--- src/rtl/osiris_wb_gpio_pkg.sv ---
// Shared constants, types and helpers for the osiris Wishbone GPIO/timer slave.
package osiris_wb_gpio_pkg;

  // Register word indices, compared against wbs_adr_i[4:2]
  localparam logic [2:0] OFF_OUT    = 3'd0;  // 0x00
  localparam logic [2:0] OFF_OEB    = 3'd1;  // 0x04
  localparam logic [2:0] OFF_IN     = 3'd2;  // 0x08
  localparam logic [2:0] OFF_CTRL   = 3'd3;  // 0x0C
  localparam logic [2:0] OFF_CMP    = 3'd4;  // 0x10
  localparam logic [2:0] OFF_CNT    = 3'd5;  // 0x14
  localparam logic [2:0] OFF_STATUS = 3'd6;  // 0x18

  // CTRL bit positions
  localparam int CTRL_EN     = 0;
  localparam int CTRL_IRQ_EN = 1;
  localparam int CTRL_RELOAD = 2;

  typedef enum logic {
    ST_IDLE = 1'b0,
    ST_ACK  = 1'b1
  } wb_state_e;

  // Expand Wishbone byte enables into a 32-bit bit mask
  function automatic logic [31:0] byte_mask(input logic [3:0] sel);
    return {{8{sel[3]}}, {8{sel[2]}}, {8{sel[1]}}, {8{sel[0]}}};
  endfunction

  // Byte-lane merge of new write data into an existing register value
  function automatic logic [31:0] merge_bytes(input logic [31:0] old_val,
                                              input logic [31:0] new_val,
                                              input logic [31:0] mask);
    return (old_val & ~mask) | (new_val & mask);
  endfunction

endpackage

--- src/rtl/osiris_wb_gpio_if.sv ---
// Wishbone classic single-beat bus bundle between the core and the GPIO slave.
interface osiris_wb_gpio_if;
  logic        wbs_stb_i;
  logic        wbs_cyc_i;
  logic        wbs_we_i;
  logic [3:0]  wbs_sel_i;
  logic [31:0] wbs_dat_i;
  logic [31:0] wbs_adr_i;
  logic        wbs_ack_o;
  logic [31:0] wbs_dat_o;

  modport master (
    output wbs_stb_i, wbs_cyc_i, wbs_we_i, wbs_sel_i, wbs_dat_i, wbs_adr_i,
    input  wbs_ack_o, wbs_dat_o
  );

  modport slave (
    input  wbs_stb_i, wbs_cyc_i, wbs_we_i, wbs_sel_i, wbs_dat_i, wbs_adr_i,
    output wbs_ack_o, wbs_dat_o
  );
endinterface

--- src/rtl/osiris_wb_timer.sv ---
// 32-bit compare timer: free-running or one-shot up-counter with a sticky
// MATCH flag and a level interrupt gated by IRQ_EN.
module osiris_wb_timer
  import osiris_wb_gpio_pkg::*;
(
  input  logic        clk_i,
  input  logic        rst_i,
  input  logic        ctrl_we_i,
  input  logic        cmp_we_i,
  input  logic        cnt_we_i,
  input  logic        status_we_i,
  input  logic [31:0] wr_data_i,
  input  logic [31:0] wr_mask_i,
  output logic [31:0] cnt_o,
  output logic [31:0] cmp_o,
  output logic [2:0]  ctrl_o,
  output logic        match_o,
  output logic        irq_o
);

  logic [31:0] cnt_q, cnt_d;
  logic [31:0] cmp_q, cmp_d;
  logic [2:0]  ctrl_q, ctrl_d;
  logic        match_q, match_d;
  logic        hit;

  // Next-state: bus writes win over counting; a match set wins over W1C
  always_comb begin
    hit     = ctrl_q[CTRL_EN] && (cnt_q == cmp_q);
    cnt_d   = cnt_q;
    cmp_d   = cmp_q;
    ctrl_d  = ctrl_q;
    match_d = match_q;

    if (cnt_we_i)
      cnt_d = merge_bytes(cnt_q, wr_data_i, wr_mask_i);
    else if (hit)
      cnt_d = ctrl_q[CTRL_RELOAD] ? 32'd0 : cnt_q;
    else if (ctrl_q[CTRL_EN])
      cnt_d = cnt_q + 32'd1;

    if (cmp_we_i)
      cmp_d = merge_bytes(cmp_q, wr_data_i, wr_mask_i);

    if (ctrl_we_i)
      ctrl_d = (ctrl_q & ~wr_mask_i[2:0]) | (wr_data_i[2:0] & wr_mask_i[2:0]);
    else if (hit && !ctrl_q[CTRL_RELOAD])
      ctrl_d[CTRL_EN] = 1'b0;

    if (hit)
      match_d = 1'b1;
    else if (status_we_i && wr_mask_i[0] && wr_data_i[0])
      match_d = 1'b0;
  end

  // Timer state registers
  always_ff @(posedge clk_i or posedge rst_i) begin
    if (rst_i) begin
      cnt_q   <= 32'd0;
      cmp_q   <= 32'hFFFF_FFFF;
      ctrl_q  <= 3'd0;
      match_q <= 1'b0;
    end else begin
      cnt_q   <= cnt_d;
      cmp_q   <= cmp_d;
      ctrl_q  <= ctrl_d;
      match_q <= match_d;
    end
  end

  assign cnt_o   = cnt_q;
  assign cmp_o   = cmp_q;
  assign ctrl_o  = ctrl_q;
  assign match_o = match_q;
  assign irq_o   = match_q & ctrl_q[CTRL_IRQ_EN];

endmodule

--- src/rtl/osiris_wb_gpio.sv ---
// Wishbone classic slave for the 16 user IO pads plus the compare timer.
//
// state   | meaning
// --------+-----------------------------------------------------------
// ST_IDLE | waiting for a selected strobe; write/read committed on exit
// ST_ACK  | ack high for this single cycle, then back to idle
module osiris_wb_gpio
  import osiris_wb_gpio_pkg::*;
#(
  parameter int          BITS      = 16,
  parameter logic [31:0] BASE_ADDR = 32'h3000_0000
) (
  input  logic             wb_clk_i,
  input  logic             wb_rst_i,
  osiris_wb_gpio_if.slave  wb,
  input  logic [BITS-1:0]  io_in,
  output logic [BITS-1:0]  io_out,
  output logic [BITS-1:0]  io_oeb,
  output logic             irq
);

  wb_state_e       state_q;
  logic            ack_q;
  logic [31:0]     dat_q;
  logic [BITS-1:0] out_q, oeb_q;
  logic [BITS-1:0] sync1_q, sync2_q;

  logic        sel_hit, commit, wr;
  logic [2:0]  off;
  logic [31:0] wmask, rd_data;
  logic [31:0] cnt, cmp;
  logic [2:0]  ctrl;
  logic        match;
  logic        unused_adr;

  assign sel_hit    = wb.wbs_cyc_i && wb.wbs_stb_i &&
                      (wb.wbs_adr_i[31:5] == BASE_ADDR[31:5]);
  assign commit     = (state_q == ST_IDLE) && sel_hit;
  assign wr         = commit && wb.wbs_we_i;
  assign off        = wb.wbs_adr_i[4:2];
  assign wmask      = byte_mask(wb.wbs_sel_i);
  assign unused_adr = ^wb.wbs_adr_i[1:0];

  // Readback mux; narrow fields are zero-extended, 0x1C reads zero
  always_comb begin
    rd_data = 32'd0;
    case (off)
      OFF_OUT:    rd_data = 32'(out_q);
      OFF_OEB:    rd_data = 32'(oeb_q);
      OFF_IN:     rd_data = 32'(sync2_q);
      OFF_CTRL:   rd_data = 32'(ctrl);
      OFF_CMP:    rd_data = cmp;
      OFF_CNT:    rd_data = cnt;
      OFF_STATUS: rd_data = {31'd0, match};
      default:    rd_data = 32'd0;
    endcase
  end

  // Ack FSM with registered ack and read data
  always_ff @(posedge wb_clk_i or posedge wb_rst_i) begin
    if (wb_rst_i) begin
      state_q <= ST_IDLE;
      ack_q   <= 1'b0;
      dat_q   <= 32'd0;
    end else begin
      case (state_q)
        ST_IDLE: begin
          if (sel_hit) begin
            state_q <= ST_ACK;
            ack_q   <= 1'b1;
            dat_q   <= wb.wbs_we_i ? 32'd0 : rd_data;
          end
        end
        ST_ACK: begin
          state_q <= ST_IDLE;
          ack_q   <= 1'b0;
          dat_q   <= 32'd0;
        end
        default: begin
          state_q <= ST_IDLE;
          ack_q   <= 1'b0;
          dat_q   <= 32'd0;
        end
      endcase
    end
  end

  // Pad output data and output-enable registers
  always_ff @(posedge wb_clk_i or posedge wb_rst_i) begin
    if (wb_rst_i) begin
      out_q <= '0;
      oeb_q <= '1;
    end else begin
      if (wr && off == OFF_OUT)
        out_q <= (out_q & ~wmask[BITS-1:0]) | (wb.wbs_dat_i[BITS-1:0] & wmask[BITS-1:0]);
      if (wr && off == OFF_OEB)
        oeb_q <= (oeb_q & ~wmask[BITS-1:0]) | (wb.wbs_dat_i[BITS-1:0] & wmask[BITS-1:0]);
    end
  end

  // Two-flop synchronizer for the asynchronous pad inputs
  always_ff @(posedge wb_clk_i or posedge wb_rst_i) begin
    if (wb_rst_i) begin
      sync1_q <= '0;
      sync2_q <= '0;
    end else begin
      sync1_q <= io_in;
      sync2_q <= sync1_q;
    end
  end

  osiris_wb_timer u_timer (
    .clk_i       (wb_clk_i),
    .rst_i       (wb_rst_i),
    .ctrl_we_i   (wr && off == OFF_CTRL),
    .cmp_we_i    (wr && off == OFF_CMP),
    .cnt_we_i    (wr && off == OFF_CNT),
    .status_we_i (wr && off == OFF_STATUS),
    .wr_data_i   (wb.wbs_dat_i),
    .wr_mask_i   (wmask),
    .cnt_o       (cnt),
    .cmp_o       (cmp),
    .ctrl_o      (ctrl),
    .match_o     (match),
    .irq_o       (irq)
  );

  assign wb.wbs_ack_o = ack_q;
  assign wb.wbs_dat_o = dat_q;
  assign io_out       = out_q;
  assign io_oeb       = oeb_q;

endmodule
--- src/flat_wrapper.sv ---
// flat-port wrapper written by rule: the top's interface ports become plain ports
module osiris_wb_gpio_flat import osiris_wb_gpio_pkg::*;
#(
  parameter int          BITS      = 16,
  parameter logic [31:0] BASE_ADDR = 32'h3000_0000
)
  (wb_clk_i, wb_rst_i, io_in, io_out, io_oeb, irq, wb_wbs_stb_i, wb_wbs_cyc_i, wb_wbs_we_i, wb_wbs_sel_i, wb_wbs_dat_i, wb_wbs_adr_i, wb_wbs_ack_o, wb_wbs_dat_o);
  osiris_wb_gpio_if wb_i ();
  input  logic wb_clk_i;
  input  logic wb_rst_i;
  input  logic [BITS-1:0] io_in;
  output logic [BITS-1:0] io_out;
  output logic [BITS-1:0] io_oeb;
  output logic irq;
  input wire logic [$bits(wb_i.wbs_stb_i)-1:0] wb_wbs_stb_i;
  input wire logic [$bits(wb_i.wbs_cyc_i)-1:0] wb_wbs_cyc_i;
  input wire logic [$bits(wb_i.wbs_we_i)-1:0] wb_wbs_we_i;
  input wire logic [$bits(wb_i.wbs_sel_i)-1:0] wb_wbs_sel_i;
  input wire logic [$bits(wb_i.wbs_dat_i)-1:0] wb_wbs_dat_i;
  input wire logic [$bits(wb_i.wbs_adr_i)-1:0] wb_wbs_adr_i;
  output wire logic [$bits(wb_i.wbs_ack_o)-1:0] wb_wbs_ack_o;
  output wire logic [$bits(wb_i.wbs_dat_o)-1:0] wb_wbs_dat_o;
  assign wb_i.wbs_stb_i = wb_wbs_stb_i;
  assign wb_i.wbs_cyc_i = wb_wbs_cyc_i;
  assign wb_i.wbs_we_i = wb_wbs_we_i;
  assign wb_i.wbs_sel_i = wb_wbs_sel_i;
  assign wb_i.wbs_dat_i = wb_wbs_dat_i;
  assign wb_i.wbs_adr_i = wb_wbs_adr_i;
  assign wb_wbs_ack_o = wb_i.wbs_ack_o;
  assign wb_wbs_dat_o = wb_i.wbs_dat_o;
  osiris_wb_gpio #(.BITS(BITS), .BASE_ADDR(BASE_ADDR)) u_core (.wb_clk_i(wb_clk_i), .wb_rst_i(wb_rst_i), .wb(wb_i), .io_in(io_in), .io_out(io_out), .io_oeb(io_oeb), .irq(irq));
endmodule
--- config.mk ---
export PLATFORM = sky130hd
export DESIGN_NAME = osiris_wb_gpio_flat
export DESIGN_NICKNAME = d
export VERILOG_FILES = /design/src/rtl/osiris_wb_gpio_pkg.sv /design/src/rtl/osiris_wb_gpio_if.sv /design/src/rtl/osiris_wb_timer.sv /design/src/rtl/osiris_wb_gpio.sv /design/src/flat_wrapper.sv
export SDC_FILE = /design/constraint.sdc
export NUM_CORES = 1
export LEC_CHECK = 0
export BUFFER_PORTS_ARGS = -buffer_cell sky130_fd_sc_hd__buf_4
export CAP_MARGIN = 20
export CORE_MARGIN = 5
export CORE_UTILIZATION = 42
export CTS_BUF_LIST = sky130_fd_sc_hd__clkbuf_16
export DETAILED_ROUTE_END_ITERATION = 7
export PLACE_DENSITY_LB_ADDON = 0.05
export SETUP_SLACK_MARGIN = 0.2
export SLEW_MARGIN = 20
export SYNTH_ARGS = -nofsm -noshare
export SYNTH_HDL_FRONTEND = slang
export SYNTH_SLANG_ARGS = --single-unit
--- constraint.sdc ---
create_clock -name wb_clk_i -period 5.48 [get_ports wb_clk_i]
set_input_delay 0 -clock wb_clk_i [delete_from_list [all_inputs] [get_ports wb_clk_i]]
set_output_delay 0 -clock wb_clk_i [all_outputs]
set_load 0.01 [all_outputs]
==> results.yml <==
final_layout:
  layout_common_cells: "buf_4 (157), dfrtp_1 (118), nand2_1 (78), mux2_2 (74), dlygate4sd3_1 (56)"
  area_growth_pct: 31.2
  drive_above_1_share_pct: 35.9
  final_common_cell: "buf_4"
  num_antenna_cells: 0
  nets: 1008
route:
  ant_nets: 0
  drc_errors: 0
  via_count: 6655
  finalWirelength_microns: 23400
  dr.pass1.iters: 5
  drt-wirelength-per-cell_microns: 19.6
  vias_per_cell: 5.59
  drt_iter0_markers: 347
status:
  outcome: "completed"
worst_hold_path:
  min_from: "wb_wbs_adr_i[24]"
  hp-class: "primary input to flip-flop"
  whs_path_depth: 4
  holdPathEnd: "u_core.state_q$_DFF_PP0_"
floorplan:
  die_width_microns: 149
  row_count: 50
  pin_count: 155
  start_util_pct: 43.0
  die_y_microns: 149
  die_area_sq_um: 22200
  core_area_sq_um: 18800
clock_network:
  clk_pin_slew_worst_paths_ns: 0.07
  clockBufferDepth: 2
  cts_setup_buffers: 0
  cts_buffers: 17
  cts-resized-gates: 0
  ctsHoldBuffers: 56
  htree_levels: 4
  cts_tree: "built"
  worstSkewPairLatency_ns: 0.43
  root_buffer: "clkbuf_16"
  clock-sinks: 166
logic_synthesis:
  synth_mux_area_share_pct: 13.0
  synth_compound_area_share_pct: 12.5
  synth_seq_cells: 166
  yosysWarningCount: 0
  syn_nets: 815
  yosys.area.top_type: "dfrtp_1"
  ys.flop_type: "dfrtp_1"
  synth_top_family_by_area: "simple AND/OR/NAND/NOR gates"
  synth-simple-area-share_pct: 16.4
  synth_edf_count: 0
  synth_cell_types: 62
  syn_inst: 725
  synthXorXnorAreaFrac_pct: 3.46
  ys_async_sr_fraction_pct: 100
  yosys-top-cells-area: "dfrtp_1 (36%), dfstp_2 (16%), mux2_2 (10%)"
  ys_seq_area_share_pct: 52.0
  syn_area_per_cell_sq_um: 11.2
  synth_top_area_share_pct: 36.4
  synthAdderAreaFrac_pct: 0.154
  netlist_area_sq_um: 8100
placement:
  io_buffers: 152
  place_congestion: 0.852
  place_hpwl_microns: 16500
timing:
  finalCritPeriodShare_pct: 57.7
  worstMarginPinSlew_ns: 1.03
  clock-skew-final_ns: 0.00907
  grt_setup_unrepaired: "no"
  fmax_mhz: 316
  slew_headroom_pct: 30.8
  setup_violations: 0
  hold_viol: 0
  maxSlewViolCount: 0
  tns_ns: 0
  period_needed_ns: 3.16
power:
  power_mw: 2.61
  cellLeakagePower_nw: 4.69
  cellPowerDensity_nw_per_um2: 245
  vdd_drop_max_uv: 212
worst_setup_path:
  critPathSlowestCell: "dlygate4sd3_1"
  critical-path-max-stage-delay_ns: 0.62
  r2r_cells: 7
  worstPathMaxFanout: 23
  startpoint_type: "primary input"
  critPathKind: "primary input to flip-flop"
  critPathCaptureType: "flip-flop"
  cp.required_ns: 5.82
  cp_cell_sequence: "dlygate4sd3_1 > buf_4 > nor4_1 > dlygate4sd3_1 > nand4_1 > dlygate4sd3_1 > nor3_1 > nand2_1 > o21ai_0"
  crit_path_frequent_cell: "dlygate4sd3_1"
  r2r_slack_ns: 2.37
  critPathArrivalTime_ns: 3.50
global_routing:
  grt_use_met1_pct: 28.9
  antenna_found_initial: 0
  globalRouteMet2Util_pct: 34.3
  met3_usage_pct: 3.98
  grt_overflow: 0
  grt_usage_pct: 21.5
  grt_pass1_wl_microns: 37600
  grt_pass1_vias: 7010
  grt_start_max_net_pins: 112
  busiest_layer: "met2"
job:
  max_cap_violations: 0
## per-stage QoR
stage	hold slack [ns]	utilization [%]	std cells	worst slack, ns	cell area, sq um
floorplan	0.0314	-	725	1.07	8100
global placement	0.109	50.2	1102	1.98	9440
detailed placement	0.110	50.2	1102	1.96	9440
CTS	0.0541	56.3	1190	2.26	10600
global route	0.0957	56.5	1191	2.00	10600
finish	0.0441	56.5	1191	2.32	10600
## power breakdown
group | internal [mW] | switching, mW
Clock | 0.618 | 0.589
Sequential | 1.24 | 0.00290
Combinational | 0.0814 | 0.0781
## worst max-delay path by stage
| stage | startpoint | end | slack (ns) | cells past startpoint |
|---|---|---|---|---|
| 6_report | wb_wbs_adr_i[17] | u_core.wb.wbs_dat_o[3]$_DFFE_PP0P_ | 2.32 | 9 |
| 5_1_grt | wb_wbs_adr_i[17] | u_core.wb.wbs_dat_o[1]$_DFFE_PP0P_ | 2.00 | 9 |
| 3_5_place_dp | wb_wbs_adr_i[2] | flip-flop | 1.96 | 9 |
| 2_1_floorplan | wb_rst_i | asynchronous set/reset pin | 1.07 | 1 |
| 4_1_cts | wb_wbs_adr_i[17] | u_core.wb.wbs_dat_o[1]$_DFFE_PP0P_ | 2.26 | 9 |
| 3_3_place_gp | wb_wbs_adr_i[2] | flip-flop | 1.98 | 9 |
## layer usage
metal / wire length [microns] / vias up / share of wire [%]
met5: 0 / - / 0
met4: 689 / 0 / 2.9
met3: 1360 / 53 / 5.8
met2: 11200 / 239 / 48
met1: 10200 / 3284 / 44
li1: - / 3079 / -
## cell type report
type                    instances  area, sq um
flip-flops and latches        166         4210
inverters                       6         27.5
multi-input cells             513         3700
clock inverters                15          178
fillers                      1618         8200
repair buffers                214         1770
clock buffers                  17          425
well taps                     260          325
## cell usage after synthesis (all sizes together), types with 7 or more instances
| master | count |
|---|---|
| nor2b | 10 |
| dfstp | 48 |
| nor2 | 17 |
| nand4 | 23 |
| nor3 | 14 |
| nand3 | 38 |
| dfrtp | 118 |
| a21boi | 7 |
| o22ai | 8 |
| a21o | 8 |
| xnor2 | 32 |
| o21ai | 44 |
| nor4 | 14 |
| a31oi | 9 |
| a22oi | 33 |
| clkbuf | 25 |
| or3 | 9 |
| nand2 | 78 |
| a22o | 13 |
| mux2 | 74 |
| mux4 | 7 |
| buf | 15 |
| and2 | 13 |
## logic make-up (layout without fill, tap and decap cells)
| logic type | Yosys count | in the layout |
|---|---|---|
| compound gates | 148 | 148 |
| flops | 166 | 166 |
| fa+ha+maj | 1 | 1 |
| mux | 87 | 87 |
| buf+inv | 46 | 252 |
| simple gates | 245 | 245 |
| xor+xnor | 32 | 32 |
## worst max-delay path, delay by kind of cell
kind / cells / cell delay [ns]
AO/OA/AOI/OAI: 1 / 0.39
buffers and inverters: 4 / 1.89
AND/OR/NAND/NOR: 4 / 1.21
Note: power is estimated with default switching activity, not from simulation.
